==> src/rtl/mips_timer_slave.sv <==
// Memory-mapped countdown timer on the CPU data bus. Four word registers
// (CTRL, PRESET, COUNT, reserved) and one interrupt line for the HWInt vector.

module mips_timer_slave #(
  parameter logic [31:0] BASE_ADDR = 32'h0000_7F00
) (
  input  logic        clk,
  input  logic        reset,
  input  logic [31:0] addr,
  input  logic [3:0]  byteen,
  input  logic [31:0] wdata,
  output logic [31:0] rdata,
  output logic        irq
);

  typedef enum logic [1:0] {
    StIdle,
    StLoad,
    StCnt,
    StInt
  } state_e;

  localparam logic [1:0] OffCtrl   = 2'd0;
  localparam logic [1:0] OffPreset = 2'd1;
  localparam logic [1:0] OffCount  = 2'd2;
  localparam logic [1:0] OffRsvd   = 2'd3;

  localparam logic [1:0] ModeReload = 2'b01;

  state_e      state_q, state_d;
  logic [3:0]  ctrl_q, ctrl_d;
  logic [31:0] preset_q, preset_d;
  logic [31:0] count_q, count_d;
  logic        irq_flag_q, irq_flag_d;

  logic        sel;
  logic        wr;
  logic        wr_ctrl;
  logic        wr_preset;
  logic        ctrl_en;
  logic [1:0]  ctrl_mode;
  logic        ctrl_im;

  // The bus only issues word accesses, so the byte offset is never decoded.
  logic        unused_addr_bits;
  assign unused_addr_bits = ^addr[1:0];

  assign ctrl_en   = ctrl_q[0];
  assign ctrl_mode = ctrl_q[2:1];
  assign ctrl_im   = ctrl_q[3];

  // Bus decode: only full-word writes are accepted.
  always_comb begin
    sel       = (addr[31:4] == BASE_ADDR[31:4]);
    wr        = sel && (byteen == 4'b1111);
    wr_ctrl   = wr && (addr[3:2] == OffCtrl);
    wr_preset = wr && (addr[3:2] == OffPreset);
  end

  // State register and all datapath registers.
  always_ff @(posedge clk) begin
    if (!reset) begin
      state_q    <= StIdle;
      ctrl_q     <= 4'b0000;
      preset_q   <= 32'h0;
      count_q    <= 32'h0;
      irq_flag_q <= 1'b0;
    end else begin
      state_q    <= state_d;
      ctrl_q     <= ctrl_d;
      preset_q   <= preset_d;
      count_q    <= count_d;
      irq_flag_q <= irq_flag_d;
    end
  end

  // Next-state logic.
  always_comb begin
    state_d = state_q;
    unique case (state_q)
      StIdle: begin
        if (ctrl_en) begin
          state_d = StLoad;
        end
      end
      StLoad: begin
        state_d = StCnt;
      end
      StCnt: begin
        if (!ctrl_en) begin
          state_d = StIdle;
        end else if (count_q <= 32'd1) begin
          state_d = StInt;
        end
      end
      StInt: begin
        state_d = StIdle;
      end
      default: begin
        state_d = StIdle;
      end
    endcase
  end

  // Register updates: FSM actions first, then CPU writes take priority.
  always_comb begin
    ctrl_d     = ctrl_q;
    preset_d   = preset_q;
    count_d    = count_q;
    irq_flag_d = irq_flag_q;

    unique case (state_q)
      StIdle: begin
      end
      StLoad: begin
        count_d = preset_q;
      end
      StCnt: begin
        // A PRESET of 0 lands here with COUNT=0 and terminates like COUNT=1.
        if (ctrl_en) begin
          if (count_q > 32'd1) begin
            count_d = count_q - 32'd1;
          end else begin
            count_d    = 32'h0;
            irq_flag_d = 1'b1;
          end
        end
      end
      StInt: begin
        if (ctrl_mode == ModeReload) begin
          irq_flag_d = 1'b0;
        end else begin
          ctrl_d[0] = 1'b0;
        end
      end
      default: begin
      end
    endcase

    if (wr_ctrl) begin
      ctrl_d = wdata[3:0];
    end
    if (wr_preset) begin
      preset_d = wdata;
    end
    if (wr_ctrl || wr_preset) begin
      irq_flag_d = 1'b0;
    end
  end

  // Zero-wait-state read mux.
  always_comb begin
    rdata = 32'h0;
    if (sel) begin
      unique case (addr[3:2])
        OffCtrl:   rdata = {28'h0, ctrl_q};
        OffPreset: rdata = preset_q;
        OffCount:  rdata = count_q;
        OffRsvd:   rdata = 32'h0;
        default:   rdata = 32'h0;
      endcase
    end
  end

  assign irq = irq_flag_q && ctrl_im;

endmodule

==> config.mk <==
export PLATFORM = sky130hd
export DESIGN_NAME = mips_timer_slave
export DESIGN_NICKNAME = d
export VERILOG_FILES = /design/src/rtl/mips_timer_slave.sv
export SDC_FILE = /design/constraint.sdc
export NUM_CORES = 1
export LEC_CHECK = 0
export ABC_AREA = 1
export CAP_MARGIN = 20
export CORE_MARGIN = 2
export CORE_UTILIZATION = 51
export DETAILED_ROUTE_END_ITERATION = 8
export GPL_ROUTABILITY_DRIVEN = 0
export GPL_TIMING_DRIVEN = 0
export PLACE_DENSITY = 0.83
export SLEW_MARGIN = 10
export SYNTH_ARGS = -nofsm -noshare
export SYNTH_HDL_FRONTEND = slang
export SYNTH_SLANG_ARGS = --single-unit
==> constraint.sdc <==
create_clock -name clk -period 2.09 [get_ports clk]
set_clock_uncertainty 0.15 [all_clocks]
set_input_delay 0.418 -clock clk [delete_from_list [all_inputs] [get_ports clk]]
set_output_delay 0.418 -clock clk [all_outputs]
set_load 0.02 [all_outputs]
==> insert_results.sql, run 1 <==
INSERT INTO impl_metrics (metric_group, metric, value, unit) VALUES
('worst_setup_path', 'crit_path_max_fanout', '8', ''),
('layout', 'fill_cells', '671', ''),
('worst_setup_path', 'start_kind', 'input pin', ''),
('timing', 'setup_violations', '32', ''),
('detailed_routing', 'post_drt_via_cell_ratio', '5.56', ''),
('detailed_routing', 'wl_per_cell', '15.5', 'um'),
('detailed_routing', 'detail-route-antenna-nets', '0', ''),
('power', 'sequentialPowerShare', '45.3', '%'),
('clock_tree', 'cts-hold-fix-buffers', '0', ''),
('timing', 'final_critical_path_setup_slack', '-187', 'ps'),
('placed_design', 'place_hpwl', '10.7', 'mm'),
('worst_setup_path', 'path_cells', 'buf_6 -> nor4_4 -> nand2_1 -> nor2_4 -> nand2_8 -> clkbuf_16 -> a21oi_4 -> buf_6', ''),
('synth', 'synth.ff_latch_count', '71', ''),
('power', 'power.switching_fraction', '22.7', '%'),
('timing', 'report.final.hold_viol_count', '0', ''),
('power', 'internal_power', '2.31', 'mW'),
('layout', 'final_layout_size_suffix_gt1_share', '20.0', '%'),
('floorplan', 'die-width', '99.4', 'um'),
('power', 'pwr_density_cell', '461', 'nW/um^2'),
('global_route', 'global_route_wire_length_before_repair', '24.4', 'mm'),
('power', 'worst_ir_drop_vdd', '0.000400', 'V'),
('layout', 'final-seq-area', '1420', 'sq um'),
('floorplan', 'fp.dieH', '99.4', 'um'),
('worst_hold_path', 'timing.hold.worst.class', 'reg2reg', ''),
('timing', 'maxClockFrequency', '439', 'MHz'),
('layout', 'post-route-cell-area', '6470', 'sq um'),
('worst_setup_path', 'setup.reg_to_reg.worst_slack', '110', 'ps'),
('floorplan', 'start_util', '53.0', '%'),
('synth', 'syn_nets', '847', ''),
('clock_tree', 'clk_pin_slew_worst_paths', '80', 'ps'),
('clock_tree', 'root_driver', 'clkbuf_8', ''),
('power', 'clkPwrFrac', '46.6', '%'),
('detailed_routing', 'wl', '15.6', 'mm'),
('global_route', 'overflow_left_after_global_routing', '0', ''),
('worst_setup_path', 'crit_path_max_incr_delay', '240', 'ps'),
('worst_setup_path', 'critical-path-top-cell-by-count', 'buf_6', ''),
('worst_setup_path', 'worstSetupPathType', 'in2out', ''),
('worst_setup_path', 'worstReg2RegStart', 'count_q[0]', ''),
('outcome', 'failing_checks', 'negative setup slack', ''),
('global_route', 'first_global_vias', '5328', ''),
('global_route', 'grt_start_max_net_pins', '13', ''),
('detailed_routing', 'routed-via-count', '5614', ''),
('timing', 'period_share', '109', '%'),
('worst_setup_path', 'timing.critical_path.required', '1520', 'ps'),
('floorplan', 'fp-row-count', '34', ''),
('layout', 'multiInputGateArea', '2960', 'sq um'),
('timing', 'timing.setup.tns', '-4160', 'ps'),
('detailed_routing', 'drc', '0', ''),
('placed_design', 'place.port_buffers', '100', ''),
('worst_setup_path', 'crit_family', 'simple AND/OR/NAND/NOR gates', ''),
('worst_setup_path', 'critPathCaptureType', 'output port', ''),
('detailed_routing', 'dr.first_iter.drc_count', '516', ''),
('run', 'drv.max_cap_violation_count', '0', ''),
('clock_tree', 'cts_tree', 'built', ''),
('layout', 'most_common_cell_after_layout_fill_and_taps_aside', 'nand2_1', ''),
('floorplan', 'die_area', '9880', 'sq um'),
('worst_setup_path', 'cp.buffers_inverters', '3', ''),
('layout', 'insertedDiodeCount', '0', ''),
('clock_tree', 'numClockSinks', '71', ''),
('layout', 'finalNetCount', '969', ''),
('worst_hold_path', 'timing.hold.worst_path_depth', '2', ''),
('synth', 'count_of_warnings_emitted_by_yosys', '0', ''),
('synth', 'synthDominantCellAreaShare', '30.6', '%'),
('global_route', 'global_route.usage.total', '30.7', '%'),
('synth', 'postSynthCellCount', '775', ''),
('outcome', 'result_of_the_run', 'finished, violations left', ''),
('clock_tree', 'h_tree_depth_reported_by_cts', '3', ''),
('synth', 'synthesis.area', '4640', 'sq um'),
('placed_design', 'placed_cell_area', '5790', 'sq um'),
('synth', 'avgSynthCellArea', '5.99', 'sq um'),
('timing', 'rsz0062_at_grt', 'yes', '');
-- stage by stage --
| step | cells | setup WS, ps | utilization [%] | power (mW) |
|---|---|---|---|---|
| after floorplan | 775 | -35.6 | - | 1.44 |
| after global placement | 983 | -1260 | 66.1 | 1.60 |
| after detailed placement | 983 | -1240 | 66.1 | 1.60 |
| after CTS | 1005 | -142 | 71.0 | 2.95 |
| after global routing | 1010 | -259 | 73.8 | 3.06 |
| final | 1010 | -187 | 73.8 | 2.98 |
-- worst min-delay path: stages, from the launching register on --
cell     delay, ps
dfxtp_1        320
nand2_1         60
a21oi_1         50
-- sequential cells by signal, indices dropped and copies added, names as in the netlist --
register    cells
preset_q       32
count_q        32
ctrl_q          4
irq_flag_q      1
state_q         2
-- cell usage after synthesis --
cell type,n
nand2_1,166
nor2_1,121
inv_1,109
a21oi_1,80
o21ai_0,79
dfxtp_1,71
nand3_1,36
clkbuf_1,23
nand2_2,14
xor2_1,12
a21oi_2,11
nor2_2,8
o21bai_1,6
buf_2,4
nor4_1,4
a31oi_1,3
clkbuf_2,3
nand3_2,3
buf_1,2
buf_6,2
ha_1,2
nand3b_1,2
nand4_1,2
nor2_4,2
nor3_1,2
a211oi_1,1
a21boi_1,1
a21o_1,1
a221oi_1,1
and2_1,1
inv_2,1
nor3b_2,1
xnor2_1,1
-- cell families (layout without fill, tap and decap cells) --
| group | after synthesis | count (layout) | share of synthesized area [%] |
|---|---|---|---|
| DFF | 71 | 71 | 30.6 |
| xor gates and xnor gates | 13 | 13 | 2.45 |
| AOI/OAI and AO/OA | 183 | 183 | 21.3 |
| adders and majority gates | 2 | 2 | 0.539 |
| and+or+nand+nor | 362 | 362 | 32.9 |
| buffers and inverters | 144 | 271 | 12.2 |
-- routing by layer --
layer | wire length (um) | track usage (%) | up-vias
met5 | 0 | 0 | -
met3 | 1460 | 4.15 | 60
li1 | - | - | 2699
met1 | 6130 | 39.2 | 2520
met2 | 7420 | 51.7 | 335
met4 | 610 | 14.3 | 0
-- power groups by stage --
stage | clock network (mW) | logic (mW) | registers, mW
finish | 1.39 | 0.244 | 1.35
global route | 1.44 | 0.261 | 1.35
CTS | 1.37 | 0.228 | 1.35
detailed placement | 0 | 0.220 | 1.38
global placement | 0 | 0.214 | 1.38
floorplan | 0 | 0.0607 | 1.38
-- repair_timing --
action / in CTS / in global routing
pin swaps: 16 / 10
endpoints found under the setup margin: 40 / 68
buffers inserted: 5 / 3
gates resized for setup: 309 / 63
gates cloned: 1 / 2
-- final cells by class --
type / count / share of cell area [%]
Tap cell: 108 / 2.09
Inverter: 110 / 6.38
Timing Repair Buffer: 111 / 16.0
Multi-Input combinational cell: 560 / 45.8
Buffer: 34 / 3.96
Clock buffer: 10 / 2.13
Clock inverter: 6 / 1.66
Sequential cell: 71 / 22.0
-- worst max path at each step --
stage / startpoint / end / slack (ps) / cells past startpoint
2_1_floorplan: addr[5] / rdata[2] / -40 / 6
3_3_place_gp: addr[2] / rdata[20] / -1260 / 7
3_5_place_dp: addr[20] / rdata[19] / -1240 / 8
4_1_cts: addr[18] / rdata[2] / -140 / 8
5_1_grt: addr[17] / rdata[30] / -260 / 8
6_report: addr[4] / rdata[30] / -190 / 8
No activity file was read; power rests on OpenSTA's default activity.
==> inputs of run 2 (changes only) <==
Settings changed: SKIP_LAST_GASP set to 1, TNS_END_PERCENT set to 50.
Clock period 2.09 ns to 2.2 ns, I/O delays scaled along.
==> insert_results.sql, run 2 (synthesized netlist as in run 1, its figures left out) <==
INSERT INTO impl_metrics (metric_group, metric, value, unit) VALUES
('outcome', 'result_of_the_run', 'finished, violations left', ''),
('outcome', 'failing_checks', 'negative setup slack', ''),
('layout', 'final-seq-area', '1420', 'sq um'),
('detailed_routing', 'post_drt_via_cell_ratio', '5.63', ''),
('clock_tree', 'clk_pin_slew_worst_paths', '90', 'ps'),
('floorplan', 'fp.dieH', '99.4', 'um'),
('worst_hold_path', 'timing.hold.worst.class', 'reg2reg', ''),
('worst_setup_path', 'worstSetupPathType', 'in2out', ''),
('global_route', 'global_route_wire_length_before_repair', '24.5', 'mm'),
('layout', 'final_layout_size_suffix_gt1_share', '19.6', '%'),
('timing', 'slew_viol_final', '0', ''),
('power', 'comb_power_share', '8.7', '%'),
('floorplan', 'fp-row-count', '34', ''),
('worst_setup_path', 'worstSetupEndpoint', 'rdata[3]', ''),
('timing', 'timing_worst_slew_pin_value', '579', 'ps'),
('global_route', 'global_route.usage.total', '30.9', '%'),
('clock_tree', 'cts_buffers', '9', ''),
('layout', 'post-route-cell-area', '6390', 'sq um'),
('worst_setup_path', 'critPathCaptureType', 'output port', ''),
('worst_setup_path', 'crit_path_max_fanout', '8', ''),
('detailed_routing', 'wl_per_cell', '15.6', 'um'),
('worst_setup_path', 'timing.critical_path.required', '1610', 'ps'),
('clock_tree', 'clock_insertion_delay_worst_skew', '370', 'ps'),
('placed_design', 'place.port_buffers', '100', ''),
('power', 'clkPwrFrac', '42.5', '%'),
('worst_setup_path', 'rr_worst_depth', '9', ''),
('global_route', 'antenna_found_initial', '0', ''),
('timing', 'finalCriticalPeriod', '2310', 'ps'),
('clock_tree', 'numClockSinks', '71', ''),
('layout', 'layoutNonFillerInstCount', '1012', ''),
('clock_tree', 'h_tree_depth_reported_by_cts', '3', ''),
('layout', 'synthToLayoutAreaGrowth', '37.8', '%'),
('floorplan', 'die-width', '99.4', 'um'),
('clock_tree', 'root_driver', 'clkbuf_8', ''),
('floorplan', 'die_area', '9880', 'sq um'),
('global_route', 'first_global_vias', '5442', ''),
('worst_setup_path', 'crit-reg2reg-capture', 'count_q[24]', ''),
('floorplan', 'start_util', '53.0', '%'),
('detailed_routing', 'drt_pass1_iterations', '6', ''),
('detailed_routing', 'dr.first_iter.drc_count', '447', ''),
('power', 'pwr_density_cell', '412', 'nW/um^2'),
('detailed_routing', 'routed-via-count', '5697', ''),
('detailed_routing', 'drc', '0', ''),
('placed_design', 'placed_cell_area', '5780', 'sq um'),
('layout', 'insertedDiodeCount', '0', ''),
('detailed_routing', 'wl', '15.8', 'mm'),
('global_route', 'grt_start_max_net_pins', '15', ''),
('placed_design', 'place_hpwl', '10.7', 'mm'),
('worst_setup_path', 'start_kind', 'input pin', ''),
('clock_tree', 'clock_tree.buffer_depth', '2', ''),
('worst_setup_path', 'setup.reg_to_reg.worst_slack', '70', 'ps'),
('timing', 'final_critical_path_setup_slack', '-105', 'ps'),
('power', 'worst_ir_drop_vdd', '0.000273', 'V'),
('timing', 'timing.setup.tns', '-2150', 'ps'),
('layout', 'final_cell_mix', 'nand2_1, nor2_1, inv_1', ''),
('clock_tree', 'cts_tree', 'built', ''),
('layout', 'top_regs', 'count_q x32, preset_q x32, ctrl_q x4', ''),
('layout', 'fill_cells', '691', ''),
('power', 'power.switching', '0.684', 'mW'),
('placed_design', 'dp.cells', '983', ''),
('timing', 'period_share', '105', '%'),
('timing', 'report.final.hold_viol_count', '0', ''),
('detailed_routing', 'detail-route-antenna-nets', '0', ''),
('power', 'sequentialPowerShare', '48.7', '%'),
('worst_setup_path', 'critPathLaunch', 'addr[26]', ''),
('layout', 'most_common_cell_after_layout_fill_and_taps_aside', 'nand2_1', ''),
('clock_tree', 'cts-hold-fix-buffers', '0', ''),
('layout', 'finalNetCount', '971', ''),
('power', 'internal_power', '1.95', 'mW'),
('timing', 'maxSlewHeadroom', '61.4', '%'),
('power', 'power.switching_fraction', '26.0', '%'),
('worst_setup_path', 'worstReg2RegStart', 'count_q[0]', ''),
('power', 'leakagePower', '2.70', 'nW'),
('timing', 'setup_violations', '32', ''),
('floorplan', 'core_area', '8760', 'sq um'),
('worst_setup_path', 'cp_data_arrival_time', '1720', 'ps'),
('timing', 'rsz0062_at_grt', 'yes', ''),
('timing', 'maxClockFrequency', '434', 'MHz'),
('floorplan', 'io_pins', '103', ''),
('run', 'drv.max_cap_violation_count', '0', ''),
('layout', 'multiInputGateArea', '2930', 'sq um'),
('global_route', 'overflow_left_after_global_routing', '0', '');
run 2: cell types whose count changed in the layout (fill, tap and decap cells not counted), moves of 5 or more:
cell,before,now
o21ai_1,6,0
a21oi_2,27,32
o21ai_0,73,79
buf_6,28,16
buf_4,22,31
run 2: per-stage QoR:
| stage | total power, mW | utilization, % | hold WS (ps) | setup slack [ps] |
|---|---|---|---|---|
| after floorplan | 1.37 | - | 280 | 30.4 |
| after global placement | 1.52 | 65.9 | 290 | -1230 |
| after detailed placement | 1.52 | 65.9 | 322 | -1230 |
| after CTS | 2.61 | 71.4 | 335 | -80.3 |
| after global routing | 2.71 | 73.0 | 371 | -152 |
| final | 2.63 | 73.0 | 349 | -105 |
run 2: timing repair:
action	4_1_cts	5_1_grt
endpoints found under the hold margin	0	0
cloned	5	0
endpoints found under the setup margin	38	57
buffers inserted	6	2
pin swaps	19	4
gates resized for setup	310	37
run 2: layout make-up:
class	count	share of cell area, %
flip-flops and latches	71	22.2
repair buffers	113	16.1
well taps	108	2.11
clock buffers	9	1.94
multi-input cells	560	45.8
clock inverters	7	1.23
inverters	110	6.46
plain buffers	34	4.13
run 2: critical path: stages:
cell and delay, ps:
buf_8 100, nor4_4 270, nand2_1 120, nor2_4 170, nand2_8 120, clkbuf_16 190, a31oi_4 150, buf_6 140
run 2: worst min path at each step:
stage / from / to / slack, ps / depth (start not counted)
floorplan: state_q[1] / state_q[0] / 280 / 1
global placement: state_q[1] / state_q[0] / 290 / 1
detailed placement: irq_flag_q / irq_flag_q / 320 / 2
CTS: irq_flag_q / irq_flag_q / 330 / 2
global route: ctrl_q[0] / state_q[0] / 370 / 2
finish: ctrl_q[0] / state_q[0] / 350 / 2
run 2: metal layers:
layer  up-vias  global-route usage [%]  part of all wire (%)
li1       2700                       -                     -
met1      2567                    38.2                    39
met2       345                    51.7                    47
met3        85                    5.27                   9.6
met4         0                    15.8                   4.5
met5         -                       0                     0
run 2: power groups by stage:
stage	combinational, mW	sequential, mW	clock, mW
global route	0.246	1.28	1.18
detailed placement	0.206	1.31	0
global placement	0.203	1.31	0
CTS	0.219	1.28	1.10
finish	0.230	1.28	1.12
floorplan	0.0577	1.31	0
